## src/rtl/control_sequencer.sv

```systemverilog
// Hardwired control sequencer: fetch, decode and per-opcode T-step strobes for the datapath.
// Latency: one T-step per clock; strobes decode from the registered state and IR (br T6 also uses CON).
// Backpressure: T1, ld T6 and st T7 hold while mem_ready is low; mem_timeout pulses on a long stall.
module control_sequencer #(
  parameter logic [4:0] ADD_OP       = 5'b00011,
  parameter int         MEM_WAIT_MAX = 15
) (
  input  logic        Clock,
  input  logic        Reset,
  input  logic [31:0] IR,
  input  logic        CON,
  input  logic        mem_ready,
  output logic        PCout,
  output logic        Zhighout,
  output logic        Zlowout,
  output logic        MDRout,
  output logic        HIout,
  output logic        LOout,
  output logic        BAout,
  output logic        InPortout,
  output logic        Cout,
  output logic        PCin,
  output logic        Zin,
  output logic        MDRin,
  output logic        MARin,
  output logic        Yin,
  output logic        HIin,
  output logic        LOin,
  output logic        IRin,
  output logic        OutPortin,
  output logic        CONin,
  output logic        Gra,
  output logic        Grb,
  output logic        Grc,
  output logic        Rin,
  output logic        Rout,
  output logic        IncPC,
  output logic        Read,
  output logic        Write,
  output logic [4:0]  alu_op,
  output logic        Run,
  output logic        illegal,
  output logic        mem_timeout
);

  localparam logic [4:0] OP_LD   = 5'b00000;
  localparam logic [4:0] OP_LDI  = 5'b00001;
  localparam logic [4:0] OP_ST   = 5'b00010;
  localparam logic [4:0] OP_ADD  = 5'b00011;
  localparam logic [4:0] OP_SUB  = 5'b00100;
  localparam logic [4:0] OP_AND  = 5'b00101;
  localparam logic [4:0] OP_OR   = 5'b00110;
  localparam logic [4:0] OP_ADDI = 5'b01100;
  localparam logic [4:0] OP_BR   = 5'b10011;
  localparam logic [4:0] OP_JR   = 5'b10100;
  localparam logic [4:0] OP_IN   = 5'b10110;
  localparam logic [4:0] OP_OUT  = 5'b10111;
  localparam logic [4:0] OP_MFHI = 5'b11000;
  localparam logic [4:0] OP_MFLO = 5'b11001;
  localparam logic [4:0] OP_NOP  = 5'b11010;
  localparam logic [4:0] OP_HALT = 5'b11011;

  localparam int            CW          = $clog2(MEM_WAIT_MAX + 1);
  localparam logic [CW-1:0] WAIT_MAX    = CW'(MEM_WAIT_MAX);
  localparam logic [CW-1:0] WAIT_MAX_M1 = CW'(MEM_WAIT_MAX - 1);

  typedef enum logic [3:0] {
    ST_RESET, ST_T0, ST_T1, ST_T2, ST_T3, ST_T4, ST_T5, ST_T6, ST_T7, ST_HALT
  } state_t;

  state_t        state, state_nxt;
  logic [CW-1:0] wait_cnt;
  logic          in_wait;
  logic [4:0]    op;
  logic          ir_unused;

  assign op        = IR[31:27];
  assign ir_unused = ^IR[26:0];

  // State register, memory-wait counter and the registered timeout pulse.
  always_ff @(posedge Clock) begin
    if (Reset) begin
      state       <= ST_RESET;
      wait_cnt    <= '0;
      mem_timeout <= 1'b0;
    end else begin
      state       <= state_nxt;
      mem_timeout <= in_wait && !mem_ready && (wait_cnt == WAIT_MAX_M1);
      if (!in_wait || mem_ready) wait_cnt <= '0;
      else if (wait_cnt != WAIT_MAX) wait_cnt <= wait_cnt + CW'(1);
    end
  end

  // Next-state and strobe decode for every T-step.
  always_comb begin
    state_nxt = state;
    in_wait   = 1'b0;
    {PCout, Zhighout, Zlowout, MDRout, HIout, LOout, BAout, InPortout, Cout} = '0;
    {PCin, Zin, MDRin, MARin, Yin, HIin, LOin, IRin, OutPortin, CONin} = '0;
    {Gra, Grb, Grc, Rin, Rout, IncPC, Read, Write} = '0;
    alu_op  = 5'b00000;
    illegal = 1'b0;
    Run     = (state != ST_RESET) && (state != ST_HALT);
    case (state)
      ST_RESET: state_nxt = ST_T0;
      ST_T0: begin
        {PCout, MARin, IncPC, Zin} = '1;
        state_nxt = ST_T1;
      end
      ST_T1: begin
        {Zlowout, PCin, Read, MDRin} = '1;
        in_wait = 1'b1;
        if (mem_ready) state_nxt = ST_T2;
      end
      ST_T2: begin
        {MDRout, IRin} = '1;
        if (op == OP_NOP)       state_nxt = ST_T0;
        else if (op == OP_HALT) state_nxt = ST_HALT;
        else                    state_nxt = ST_T3;
      end
      ST_T3: begin
        state_nxt = ST_T4;
        case (op)
          OP_LD, OP_LDI, OP_ST:                {Grb, BAout, Yin} = '1;
          OP_ADD, OP_SUB, OP_AND, OP_OR, OP_ADDI: {Grb, Rout, Yin} = '1;
          OP_BR:                               {Gra, Rout, CONin} = '1;
          OP_JR:   begin {Gra, Rout, PCin} = '1;      state_nxt = ST_T0; end
          OP_IN:   begin {InPortout, Gra, Rin} = '1;  state_nxt = ST_T0; end
          OP_OUT:  begin {Gra, Rout, OutPortin} = '1; state_nxt = ST_T0; end
          OP_MFHI: begin {HIout, Gra, Rin} = '1;      state_nxt = ST_T0; end
          OP_MFLO: begin {LOout, Gra, Rin} = '1;      state_nxt = ST_T0; end
          default: begin illegal = 1'b1;              state_nxt = ST_T0; end
        endcase
      end
      ST_T4: begin
        state_nxt = ST_T5;
        case (op)
          OP_LD, OP_LDI, OP_ST, OP_ADDI: begin {Cout, Zin} = '1; alu_op = ADD_OP; end
          OP_ADD, OP_SUB, OP_AND, OP_OR: begin {Grc, Rout, Zin} = '1; alu_op = op; end
          OP_BR:                               {PCout, Yin} = '1;
          default:                             state_nxt = ST_T0;
        endcase
      end
      ST_T5: begin
        state_nxt = ST_T0;
        case (op)
          OP_LD, OP_ST: begin {Zlowout, MARin} = '1; state_nxt = ST_T6; end
          OP_LDI, OP_ADD, OP_SUB, OP_AND, OP_OR, OP_ADDI: {Zlowout, Gra, Rin} = '1;
          OP_BR: begin {Cout, Zin} = '1; alu_op = ADD_OP; state_nxt = ST_T6; end
          default: state_nxt = ST_T0;
        endcase
      end
      ST_T6: begin
        state_nxt = ST_T0;
        case (op)
          OP_LD: begin
            {Read, MDRin} = '1;
            in_wait   = 1'b1;
            state_nxt = mem_ready ? ST_T7 : ST_T6;
          end
          OP_ST: begin {Gra, Rout, MDRin} = '1; state_nxt = ST_T7; end
          // Branch taken only when the datapath CON flip-flop is set.
          OP_BR: if (CON) {Zlowout, PCin} = '1;
          default: state_nxt = ST_T0;
        endcase
      end
      ST_T7: begin
        state_nxt = ST_T0;
        case (op)
          OP_LD: {MDRout, Gra, Rin} = '1;
          OP_ST: begin
            Write     = 1'b1;
            in_wait   = 1'b1;
            state_nxt = mem_ready ? ST_T0 : ST_T7;
          end
          default: state_nxt = ST_T0;
        endcase
      end
      ST_HALT: state_nxt = ST_HALT;
      default: state_nxt = ST_RESET;
    endcase
  end

endmodule

```

## config.mk

```make
export PLATFORM = sky130hd
export DESIGN_NAME = control_sequencer
export DESIGN_NICKNAME = d
export VERILOG_FILES = /design/src/rtl/control_sequencer.sv
export SDC_FILE = /design/constraint.sdc
export NUM_CORES = 1
export LEC_CHECK = 0
export CAP_MARGIN = 20
export CORE_ASPECT_RATIO = 0.9
export CORE_MARGIN = 4
export CORE_UTILIZATION = 38
export DETAILED_ROUTE_END_ITERATION = 10
export PLACE_DENSITY = 0.86
export SKIP_CTS_REPAIR_TIMING = 1
export SLEW_MARGIN = 10
export SYNTH_ARGS = -nofsm -noshare
export SYNTH_HDL_FRONTEND = slang
export SYNTH_SLANG_ARGS = --single-unit
```

## constraint.sdc

```tcl
create_clock -name Clock -period 2.09 [get_ports Clock]
set_input_delay 0.418 -clock Clock [delete_from_list [all_inputs] [get_ports Clock]]
set_output_delay 0.418 -clock Clock [all_outputs]
set_load 0.01 [all_outputs]
```

Word level (Yosys, flattened, before mapping)

Index checks and enable logic that the tools add are counted.

Logic and storage cells: 114
Input port bits: 36
Memory bits (read-only): 0
Register bits: 9
Latch bits: 0
Bits in writable memories: 0
Memories: 0
Output and inout port bits: 35

Magnitude comparators: 0
Divide/modulo/power cells: 0
Equality and inequality tests: 28
Muxes and demuxes: 60
$mul: 0
Reductions and logical operators: 22
Bitwise operators: 0
Add/subtract/negate cells: 1
Shift operators: 0

Operators by type and width:

| operator                                       | number |
|---|---|
| == test 5 bit (second input constant)          | 8 |
| one-hot mux 4 bit (10 select lines)            | 1 |
| 2-to-1 mux 1 bit                               | 32 |
| 2-to-1 mux 4 bit                               | 6 |
| one-hot mux 5 bit (2 select lines)             | 2 |
| one-hot mux 1 bit (3 select lines)             | 6 |
| == test 4 x 3 -> 1 bit (second input constant) | 4 |
| OR reduction 8 bit                             | 2 |
| == test 5 x 3 -> 1 bit (second input constant) | 3 |
| one-hot mux 1 bit (2 select lines)             | 7 |
| OR reduction 14 bit                            | 1 |
| == test 4 bit (second input constant)          | 3 |
| OR reduction 6 bit                             | 2 |
| == test 5 x 2 -> 1 bit (second input constant) | 2 |
| 2-to-1 mux 3 bit                               | 3 |
| OR reduction 3 bit                             | 3 |
| OR reduction 9 bit                             | 1 |
| == test 4 x 2 -> 1 bit (second input constant) | 2 |
| != test 4 bit (second input constant)          | 2 |
| one-hot mux 4 bit (2 select lines)             | 1 |
| OR reduction 4 bit                             | 2 |
| == test 5 x 1 -> 1 bit (second input constant) | 1 |
| == test 5 x 4 -> 1 bit (second input constant) | 1 |
| zero test 5 bit                                | 1 |
| other kinds (11)                               | 15 |

Longest topological paths before layout

Gate-level depths: netlist of run 1.

Depth after elaboration: 6
Mapped depth: 6

Least setup slack after synthesis of run 1

OpenSTA, ideal clock, no wires.

Path kind: register to output
From: register state[0]
To: output Gra
Stages on the path, launching flop included: 6
Arrival time: 1.626 ns
Path buffers: 1
Slack: 0.046 ns
Path through: dfxtp_1 > buf_6 > or4b_4 > or2_1 > or3_4 > o2111ai_1

Longest elaborated chain between the ends: 2
Elaborated cells between the ends (all ways): 5

RTL lines:

| item                                                           | RTL line | RTL |
|---|---|---|
| start, declared                                                | 71       | `state_t state, state_nxt;` |
| start signal, assigned                                         | 87       | `state <= state_nxt;` |
| == test 4 bit / == test 4 x 3 -> 1 bit (equally long branches) | 104      | `case (state)` |
| one-hot mux 1 bit (4 select lines) *                           | 104      |  |
| end, declared                                                  | 32       | `output logic Gra,` |

Mark *: on every way between the ends. The rest lies on a longest branch, timed or not.

Final worst setup path of run 1

Same ends and word-level chain as after synthesis.

==> results.ini, run 1 <==
[status]
outcome=finished with violations
violations=setup timing

[floorplanning]
start_util_pct=39.6
die_area_um2=4130
die_h_um=61.4
core_area_um2=3040
dieWidth_um=67.3
rows=19
ios=71

[drt]
vias_per_cell=5.64
vias=1755
drtIter0Drc=144
routed_wl_um=5010
avgRoutedWirePerCell_um=16.1
drtAntennaViolNets=0
drc=0
dr.pass1.iters=5

[placed_design]
dp_hpwl_um=3370
port_buffers=38
gp_congestion=0.994
dp_slack_ns=-0.893
placedCellCount=300

[synth]
yosys.area_share.xor_xnor_pct=1.46
synthCells=177
async_flop_share_pct=0
ys_types=53
syn_area_per_cell_um2=6.80
synth_edf_count=0
synth_top_family_by_area=simple AND/OR/NAND/NOR gates
syn-cell-area_um2=1200
ys.flop_type=dfxtp_1
ys_seq_area_share_pct=15.0
synth_warnings=0
ys_ff_latch=9
synth_compound_area_share_pct=24.8
synthSimpleGateAreaFrac_pct=44.2
muxShareOfSynthArea_pct=1.66
synthAdderAreaFrac_pct=2.08

[finish]
syn_to_final_growth_pct=86.4
mostFrequentLayoutCell=buf_4
drive_gt1_share_pct=49.4
final_cells=311
fill_cells=213
antennaDiodeCount=0
utilization_pct=73.7
final_cell_mix=buf_4 (53), buf_2 (15), buf_6 (15), nand2_1 (14), nor2_1 (13)
final_nets=308

[worst_setup_path]
critPathRequiredTime_ns=1.67
r2r_slack_ns=0.19
worst-setup-path-type=reg -> out
reg2reg_depth=8
worstPathArrival_ns=2.07
crit_path_end_kind=output port
crit_path_start_kind=flop
cp_max_fo=3

[clocking]
worstSkewPairLatency_ns=0.26
clk_root_buffer_cell=clkbuf_4
clkTransAtPathRegs_ns=0.07
cts.sinks=9
htree_levels=1
cts-buffers-inserted=3
cts_tree=built
clockBufferDepth=2

[hold_path]
holdPathStages=2
hold_class=reg -> reg

[sta]
finalSetupViolCount=17
max_freq_mhz=401
slew_headroom_pct=58.2
min_period_ns=2.49
hold_viol=0
setup_ws_ns=-0.403
skew_ns=0.000951
period_share_pct=119
rsz0062_at_grt=yes
drv_slew=0
worst_slew_pin_slew_ns=0.621

[global_route]
grt_use_total_pct=20.4
grt_antenna_before_repair=0
grt_pass1_wl_um=6480
grt_max_degree=16
grt_overflow=0
grt_pass1_vias=1386

[power]
p_leak_nw=1.09
p_per_area_nw_per_um2=295
ir_drop_uv=309
total_power_mw=0.661

[job]
maxCapViolations=0

==> cells in the mapped netlist (all sizes together) (3+ instances only) <==
cell type	count	area share [%]
nand2	18	5.6
nor2	17	5.3
o21ai	14	5.8
nor4	12	6.8
buf	10	6.1
nand2b	10	5.2
dfxtp	9	15
nand3	9	3.7
a21oi	8	3.3
clkbuf	8	2.5
inv	6	1.9
or3	5	3.0
nand3b	4	2.5
nand4b	3	2.2
==> final timing paths <==
| path | from | endpoint |
|---|---|---|
| max | state[0]$_SDFFE_PP0P_ | Gra |
| min | wait_cnt[2]$_SDFFE_PP0P_ | mem_timeout$_SDFF_PP0_ |
| max reg2reg | state[3]$_SDFFE_PP0P_ | mem_timeout$_SDFF_PP0_ |
| min reg2reg | wait_cnt[2]$_SDFFE_PP0P_ | mem_timeout$_SDFF_PP0_ |
==> critical path, stage by stage (launching register included) <==
cell and delay [ns]:
dfxtp_4 0.36, or4b_4 0.55, or2_4 0.25, or3_4 0.40, o2111ai_2 0.09, buf_2 0.16
==> kinds of logic (layout without fill, tap and decap cells) <==
group,Yosys count,count (layout)
simple gates,92,92
compound gates,45,45
buf+inv,24,112
flops,9,9
fa+ha+maj,2,2
xor+xnor,2,2
mux,2,2
other cells,1,5
==> routing by layer <==
layer | track usage, % | part of all wire, % | up-vias
met5 | 0 | 0 | -
met4 | 2.31 | 4.0 | 0
met3 | 3.10 | 7.5 | 27
met2 | 35.7 | 47 | 101
met1 | 27.6 | 41 | 799
li1 | - | - | 828
==> power breakdown <==
group / switching [mW] / leakage (nW) / internal, mW / total [mW]
Sequential: 0.00721 / 0.0749 / 0.178 / 0.185
Clock: 0.0681 / 0.0150 / 0.0738 / 0.142
Combinational: 0.178 / 1.00 / 0.156 / 0.334
==> cell type report <==
type / instances / area, µm² / share of cell area, %
repair buffers: 102 / 847 / 37.8
inverters: 6 / 22.5 / 1.00
clock buffers: 4 / 26.3 / 1.17
multi-input cells: 148 / 1110 / 49.4
flip-flops and latches: 9 / 188 / 8.37
well taps: 42 / 52.6 / 2.34
==> per-stage QoR <==
step                      area (µm²)  hold WS [ns]  TNS (ns)
after global routing            2240         0.581     -3.79
after global placement          1980         0.489    -18.56
after detailed placement        1980         0.490    -19.66
final                           2240         0.551     -2.87
after floorplan                 1220         0.464         0
after CTS                       2000         0.516    -18.88
==> state kept, by name (all words and copies together) (netlist names) <==
register / cells
wait_cnt: 4
mem_timeout: 1
state: 4
No activity file was read; power rests on OpenSTA's default activity.
==> inputs of run 2 (changes only) <==
--- a/config.mk
+++ b/config.mk
@@ -16,3 +16,4 @@
 export SYNTH_ARGS = -nofsm -noshare
 export SYNTH_HDL_FRONTEND = slang
 export SYNTH_SLANG_ARGS = --single-unit
+export TNS_END_PERCENT = 50
==> run 2 against run 1 <==
  * Critical path type unchanged
  * Sequential share of layout area increased by 0.17 points
  * Highest routed layer unchanged
  * Sequential cell count unchanged
  * Die area unchanged
  * Maximum frequency decreased by 0.47%
  * Non-clock buffer count decreased by 2
  * Utilization decreased by 1.4 points
  * Routed wire length decreased by 2.9%
  * Clock power about the same
  * The flow still finishes with violations (setup timing)
==> results.ini, run 2 (same netlist as run 1, synthesis figures left out) <==
[power]
p_sw_mw=0.245  ; was 0.254 mW
ir_drop_uv=350  ; was 309 µV
internal-power_mw=0.406  ; was 0.408 mW
p_leak_nw=1.11  ; was 1.09 nW
combPwrFrac_pct=50.2  ; was 50.5%
clkPwrFrac_pct=21.3  ; was 21.5%
swShare_pct=37.6  ; was 38.4%
seqPwrFrac_pct=28.5  ; was 28.0%
p_per_area_nw_per_um2=296  ; was 295 nW/µm²

[sta]
slew_headroom_pct=58.1  ; was 58.2%
worst_slew_pin_slew_ns=0.622  ; was 0.621 ns
max_freq_mhz=399  ; was 401 MHz
finalSetupViolCount=17  ; unchanged
skew_ns=0.00264  ; was 0.000951 ns
period_share_pct=120  ; was 119%
finalSetupTns_ns=-2.87  ; about the same
rsz0062_at_grt=yes  ; unchanged
min_period_ns=2.50  ; was 2.49 ns
drv_slew=0  ; unchanged
hold_ws_ns=0.539  ; was 0.551 ns
setup_ws_ns=-0.414  ; was -0.403 ns
hold_viol=0  ; unchanged

[hold_path]
hold_class=reg -> reg  ; unchanged

[finish]
final_cell_mix=buf_4 (53), nand2_1 (14), buf_2 (14), nor2_1 (13), buf_6 (12)  ; was buf_4 (53), buf_2 (15), buf_6 (15), nand2_1 (14), nor2_1 (13)
final_cells=309  ; was 311
final_nets=306  ; was 308
final_area_um2=2200  ; was 2240 µm²
antennaDiodeCount=0  ; unchanged
drive_gt1_share_pct=47.6  ; was 49.4%
fill_cells=224  ; was 213
utilization_pct=72.3  ; was 73.7%
top_regs=state (4), wait_cnt (4), mem_timeout (1)  ; unchanged
mostFrequentLayoutCell=buf_4  ; unchanged
syn_to_final_growth_pct=82.7  ; was 86.4%

[clocking]
clk_root_buffer_cell=clkbuf_4  ; unchanged
cts.sinks=9  ; unchanged
htree_levels=1  ; unchanged
cts-buffers-inserted=3  ; unchanged
worstSkewPairLatency_ns=0.26  ; about the same
clkTransAtPathRegs_ns=0.06  ; was 0.07 ns
cts_tree=built  ; unchanged
clockBufferDepth=2  ; unchanged

[global_route]
grt_use_total_pct=20.4  ; unchanged
grt_pass1_wl_um=6480  ; unchanged
gr-usage-met1_pct=27.6  ; unchanged
grt_use_met3_pct=3.10  ; unchanged
grt_antenna_before_repair=0  ; unchanged
grt_max_degree=16  ; unchanged
use_met2_pct=35.7  ; unchanged
grt_overflow=0  ; unchanged
grt_pass1_vias=1386  ; unchanged
grt_busiest_layer=met2  ; unchanged

[floorplanning]
die_h_um=61.4  ; unchanged
dieWidth_um=67.3  ; unchanged
core_area_um2=3040  ; unchanged
start_util_pct=39.6  ; unchanged
die_area_um2=4130  ; unchanged
ios=71  ; unchanged
rows=19  ; unchanged

[status]
outcome=finished with violations  ; unchanged
violations=setup timing  ; unchanged

[worst_setup_path]
crit_path_end_kind=output port  ; unchanged
crit_path_start_kind=flop  ; unchanged
critPathRequiredTime_ns=1.67  ; about the same
worst-setup-path-type=reg -> out  ; unchanged
worstPathArrival_ns=2.09  ; was 2.07 ns
cp_max_fo=3  ; unchanged

[drt]
drtIter0Drc=165  ; was 144
drc=0  ; unchanged
routed_wl_um=4870  ; was 5010 µm
avgRoutedWirePerCell_um=15.7  ; was 16.1 µm
dr.pass1.iters=5  ; unchanged
vias=1750  ; was 1755
drtAntennaViolNets=0  ; unchanged
vias_per_cell=5.66  ; was 5.64

[placed_design]
port_buffers=38  ; unchanged
dp_hpwl_um=3370  ; unchanged
gp_congestion=0.994  ; unchanged
placedCellCount=300  ; unchanged
placed_area_um2=1980  ; unchanged

[job]
maxCapViolations=0  ; unchanged

[run 2: changes by cell type in the layout (fill, tap and decap cells not counted)]
cell	change
nor4_1	+2
dlymetal6s2s_1	+2
buf_2	-1
nor4_4	-2
buf_6	-3
[run 2: worst paths after layout]
kind | start | to | slack [ns] | cells past startpoint
worst max-delay path | state[0]$_SDFFE_PP0P_ | Gra | -0.41 | 5
worst min-delay path | wait_cnt[2]$_SDFFE_PP0P_ | mem_timeout$_SDFF_PP0_ | 0.54 | 2
worst max register to register | state[0]$_SDFFE_PP0P_ | mem_timeout$_SDFF_PP0_ | 0.24 | 5
worst min register to register | wait_cnt[2]$_SDFFE_PP0P_ | mem_timeout$_SDFF_PP0_ | 0.54 | 2
[run 2: worst max-delay path, stage by stage, from the launching register on]
cell,delay [ns]
dfxtp_4,0.35
or4b_4,0.55
or2_4,0.25
or3_4,0.40
o2111ai_2,0.10
buf_2,0.17
[run 2: final cells by class]
type	instances	area, µm²	area share [%]
sequential	9	188	8.53
clock buffer	4	26.3	1.19
multi-input combinational	148	1080	49.0
inverter	6	22.5	1.02
timing repair buffer	100	833	37.9
tap	42	52.6	2.39
[run 2: layer usage]
metal  up-vias  wire, µm
met2        95      2310
met4         0       153
li1        827         -
met5         -         0
met3        24       413
met1       804      1990
[run 2: stage by stage]
step,setup slack (ns),power [mW]
3_3_place_gp,-0.841,0.483
3_5_place_dp,-0.893,0.489
2_1_floorplan,0.0459,0.333
4_1_cts,-0.892,0.623
6_report,-0.414,0.651
5_1_grt,-0.445,0.681
[run 2: power by group through the flow]
stage | clock, mW | sequential [mW] | combinational (mW)
5_1_grt | 0.146 | 0.186 | 0.349
4_1_cts | 0.137 | 0.185 | 0.301
6_report | 0.139 | 0.185 | 0.327
2_1_floorplan | 0 | 0.184 | 0.149
3_5_place_dp | 0 | 0.188 | 0.300
3_3_place_gp | 0 | 0.188 | 0.295
==> inputs of run 3 (changes only) <==
--- a/config.mk
+++ b/config.mk
@@ -16,4 +16,4 @@
 export SYNTH_ARGS = -nofsm -noshare
 export SYNTH_HDL_FRONTEND = slang
 export SYNTH_SLANG_ARGS = --single-unit
-export TNS_END_PERCENT = 50
+export TNS_END_PERCENT = 10
==> run 3 against run 2 <==
  * The run still ends with setup timing left
  * Sequential share of layout area grew 0.35 points
  * Register-to-register slack is essentially flat
  * Utilization shrank 3.8 points
  * Final cell count shrank 0.65%
  * Clock power is essentially flat
  * Routed wire length shrank 6.4%
  * Non-clock buffer count shrank 2
  * Maximum frequency grew 3.8%
  * Worst setup slack gained 0.092 ns
  * Largest cell class unchanged
  * Highest routed layer unchanged
==> results.ini, run 3 (same netlist as run 1, synthesis figures left out) <==
[clocking]
htree_levels=1  ; unchanged
cts-buffers-inserted=3  ; unchanged
cts.sinks=9  ; unchanged
clockBufferDepth=2  ; unchanged
clkTransAtPathRegs_ns=0.06  ; about the same
cts_tree=built  ; unchanged
worstSkewPairLatency_ns=0.26  ; about the same
clk_root_buffer_cell=clkbuf_4  ; unchanged

[sta]
worst_slew_pin_slew_ns=0.648  ; was 0.622 ns
skew_ns=0.00351  ; was 0.00264 ns
hold_viol=0  ; unchanged
setup_ws_ns=-0.322  ; was -0.414 ns
max_freq_mhz=415  ; was 399 MHz
min_period_ns=2.41  ; was 2.50 ns
drv_slew=0  ; unchanged
period_share_pct=115  ; was 120%
finalSetupViolCount=15  ; was 17
hold_ws_ns=0.515  ; was 0.539 ns
finalSetupTns_ns=-2.43  ; was -2.87 ns
rsz0062_at_grt=yes  ; unchanged
slew_headroom_pct=56.4  ; was 58.1%

[worst_setup_path]
cp_slowest_cell=or3b_4  ; was or4b_4
worst-setup-path-type=reg -> out  ; unchanged
worstPathArrival_ns=1.99  ; was 2.09 ns
critPathRequiredTime_ns=1.67  ; about the same
crit_path_end_kind=output port  ; unchanged
cp_max_fo=3  ; unchanged
crit_path_start_kind=flop  ; unchanged
crit_chain=buf_6 -> nor4b_4 -> or3b_4 -> or3_4 -> nand4b_1 -> buf_2  ; was or4b_4 -> or2_4 -> or3_4 -> o2111ai_2 -> buf_2
slowest_delay_ns=0.43  ; was 0.55 ns

[power]
total_power_mw=0.640  ; was 0.651 mW
internal-power_mw=0.402  ; was 0.406 mW
ir_drop_uv=342  ; was 350 µV
combPwrFrac_pct=49.5  ; was 50.2%
clkPwrFrac_pct=21.5  ; was 21.3%
p_sw_mw=0.237  ; was 0.245 mW
p_per_area_nw_per_um2=307  ; was 296 nW/µm²
p_leak_nw=1.08  ; was 1.11 nW
swShare_pct=37.1  ; was 37.6%
seqPwrFrac_pct=29.0  ; was 28.5%

[finish]
top_regs=state (4), wait_cnt (4), mem_timeout (1)  ; unchanged
drive_gt1_share_pct=42.6  ; was 47.6%
multi_input_area_um2=1020  ; was 1080 µm²
final_cell_mix=buf_4 (55), nand2_1 (17), nor2_1 (16), buf_2 (14), dlymetal6s2s_1 (11)  ; was buf_4 (53), nand2_1 (14), buf_2 (14), nor2_1 (13), buf_6 (12)
utilization_pct=68.5  ; was 72.3%
syn_to_final_growth_pct=73.2  ; was 82.7%
final-seq-area_um2=185  ; was 188 µm²
final_area_um2=2080  ; was 2200 µm²
antennaDiodeCount=0  ; unchanged
final_cells=307  ; was 309
mostFrequentLayoutCell=buf_4  ; unchanged
final_nets=304  ; was 306
fill_cells=248  ; was 224

[drt]
vias_per_cell=5.50  ; was 5.66
avgRoutedWirePerCell_um=14.8  ; was 15.7 µm
dr.pass1.iters=4  ; was 5
drc=0  ; unchanged
drtIter0Drc=134  ; was 165
drtAntennaViolNets=0  ; unchanged
vias=1688  ; was 1750
routed_wl_um=4560  ; was 4870 µm

[global_route]
grt_pass1_vias=1386  ; unchanged
grt_overflow=0  ; unchanged
grt_max_degree=16  ; unchanged
grt_antenna_before_repair=0  ; unchanged
grt_use_total_pct=20.4  ; unchanged
grt_pass1_wl_um=6480  ; unchanged

[placed_design]
dp_hpwl_um=3370  ; unchanged
gp_congestion=0.994  ; unchanged
placedCellCount=300  ; unchanged
placed_area_um2=1980  ; unchanged
port_buffers=38  ; unchanged
dp_slack_ns=-0.893  ; unchanged

[floorplanning]
ios=71  ; unchanged
dieWidth_um=67.3  ; unchanged
rows=19  ; unchanged
core_area_um2=3040  ; unchanged
die_h_um=61.4  ; unchanged
start_util_pct=39.6  ; unchanged
die_area_um2=4130  ; unchanged

[job]
maxCapViolations=0  ; unchanged

[status]
outcome=finished with violations  ; unchanged
violations=setup timing  ; unchanged

[hold_path]
hold_class=reg -> reg  ; unchanged

[run 3: cell count changes in the layout (fill, tap and decap cells not counted), moves of 2 or more]
| cell | before | now |
|---|---|---|
| nand3_2 | 2 | 0 |
| nor2_4 | 2 | 0 |
| clkbuf_2 | 3 | 6 |
| nand3_1 | 7 | 9 |
| nor2_1 | 13 | 16 |
| buf_6 | 12 | 5 |
| nand2_1 | 14 | 17 |
| nand2_2 | 3 | 0 |
| buf_4 | 53 | 55 |
| o21ai_1 | 3 | 5 |
| o21ai_2 | 4 | 2 |
[run 3: critical path, delay by kind of cell (launching register included)]
kind	cells	cell delay, ns
DFF	1	0.33
and+or+nand+nor	4	1.15
buffers and inverters	2	0.25
[run 3: worst paths after layout]
path	start	end	slack, ns	depth (start not counted)
setup reg to reg	state[1]$_SDFFE_PP0P_	mem_timeout$_SDFF_PP0_	0.24	7
hold / removal	wait_cnt[2]$_SDFFE_PP0P_	mem_timeout$_SDFF_PP0_	0.52	2
setup / recovery	state[3]$_SDFFE_PP0P_	Rout	-0.32	6
hold reg to reg	wait_cnt[2]$_SDFFE_PP0P_	mem_timeout$_SDFF_PP0_	0.52	2
[run 3: layout make-up]
class                   count  area share (%)
clock buffers               4            1.26
inverters                   6            1.08
multi-input cells         148            48.7
flip-flops and latches      9            8.88
well taps                  42            2.52
repair buffers             98            37.5
[run 3: per-layer routing]
metal / track usage [%] / vias to the layer above / part of all wire, %
met5: 0 / - / 0
met2: 35.7 / 76 / 49
met4: 2.31 / 0 / 2.8
met1: 27.6 / 767 / 42
met3: 3.10 / 16 / 6.4
li1: - / 829 / -
[run 3: power groups by stage]
stage	registers (mW)	logic (mW)	clock network, mW
floorplan	0.184	0.149	0
global placement	0.188	0.295	0
detailed placement	0.188	0.300	0
CTS	0.185	0.301	0.137
global route	0.187	0.339	0.144
finish	0.185	0.317	0.137
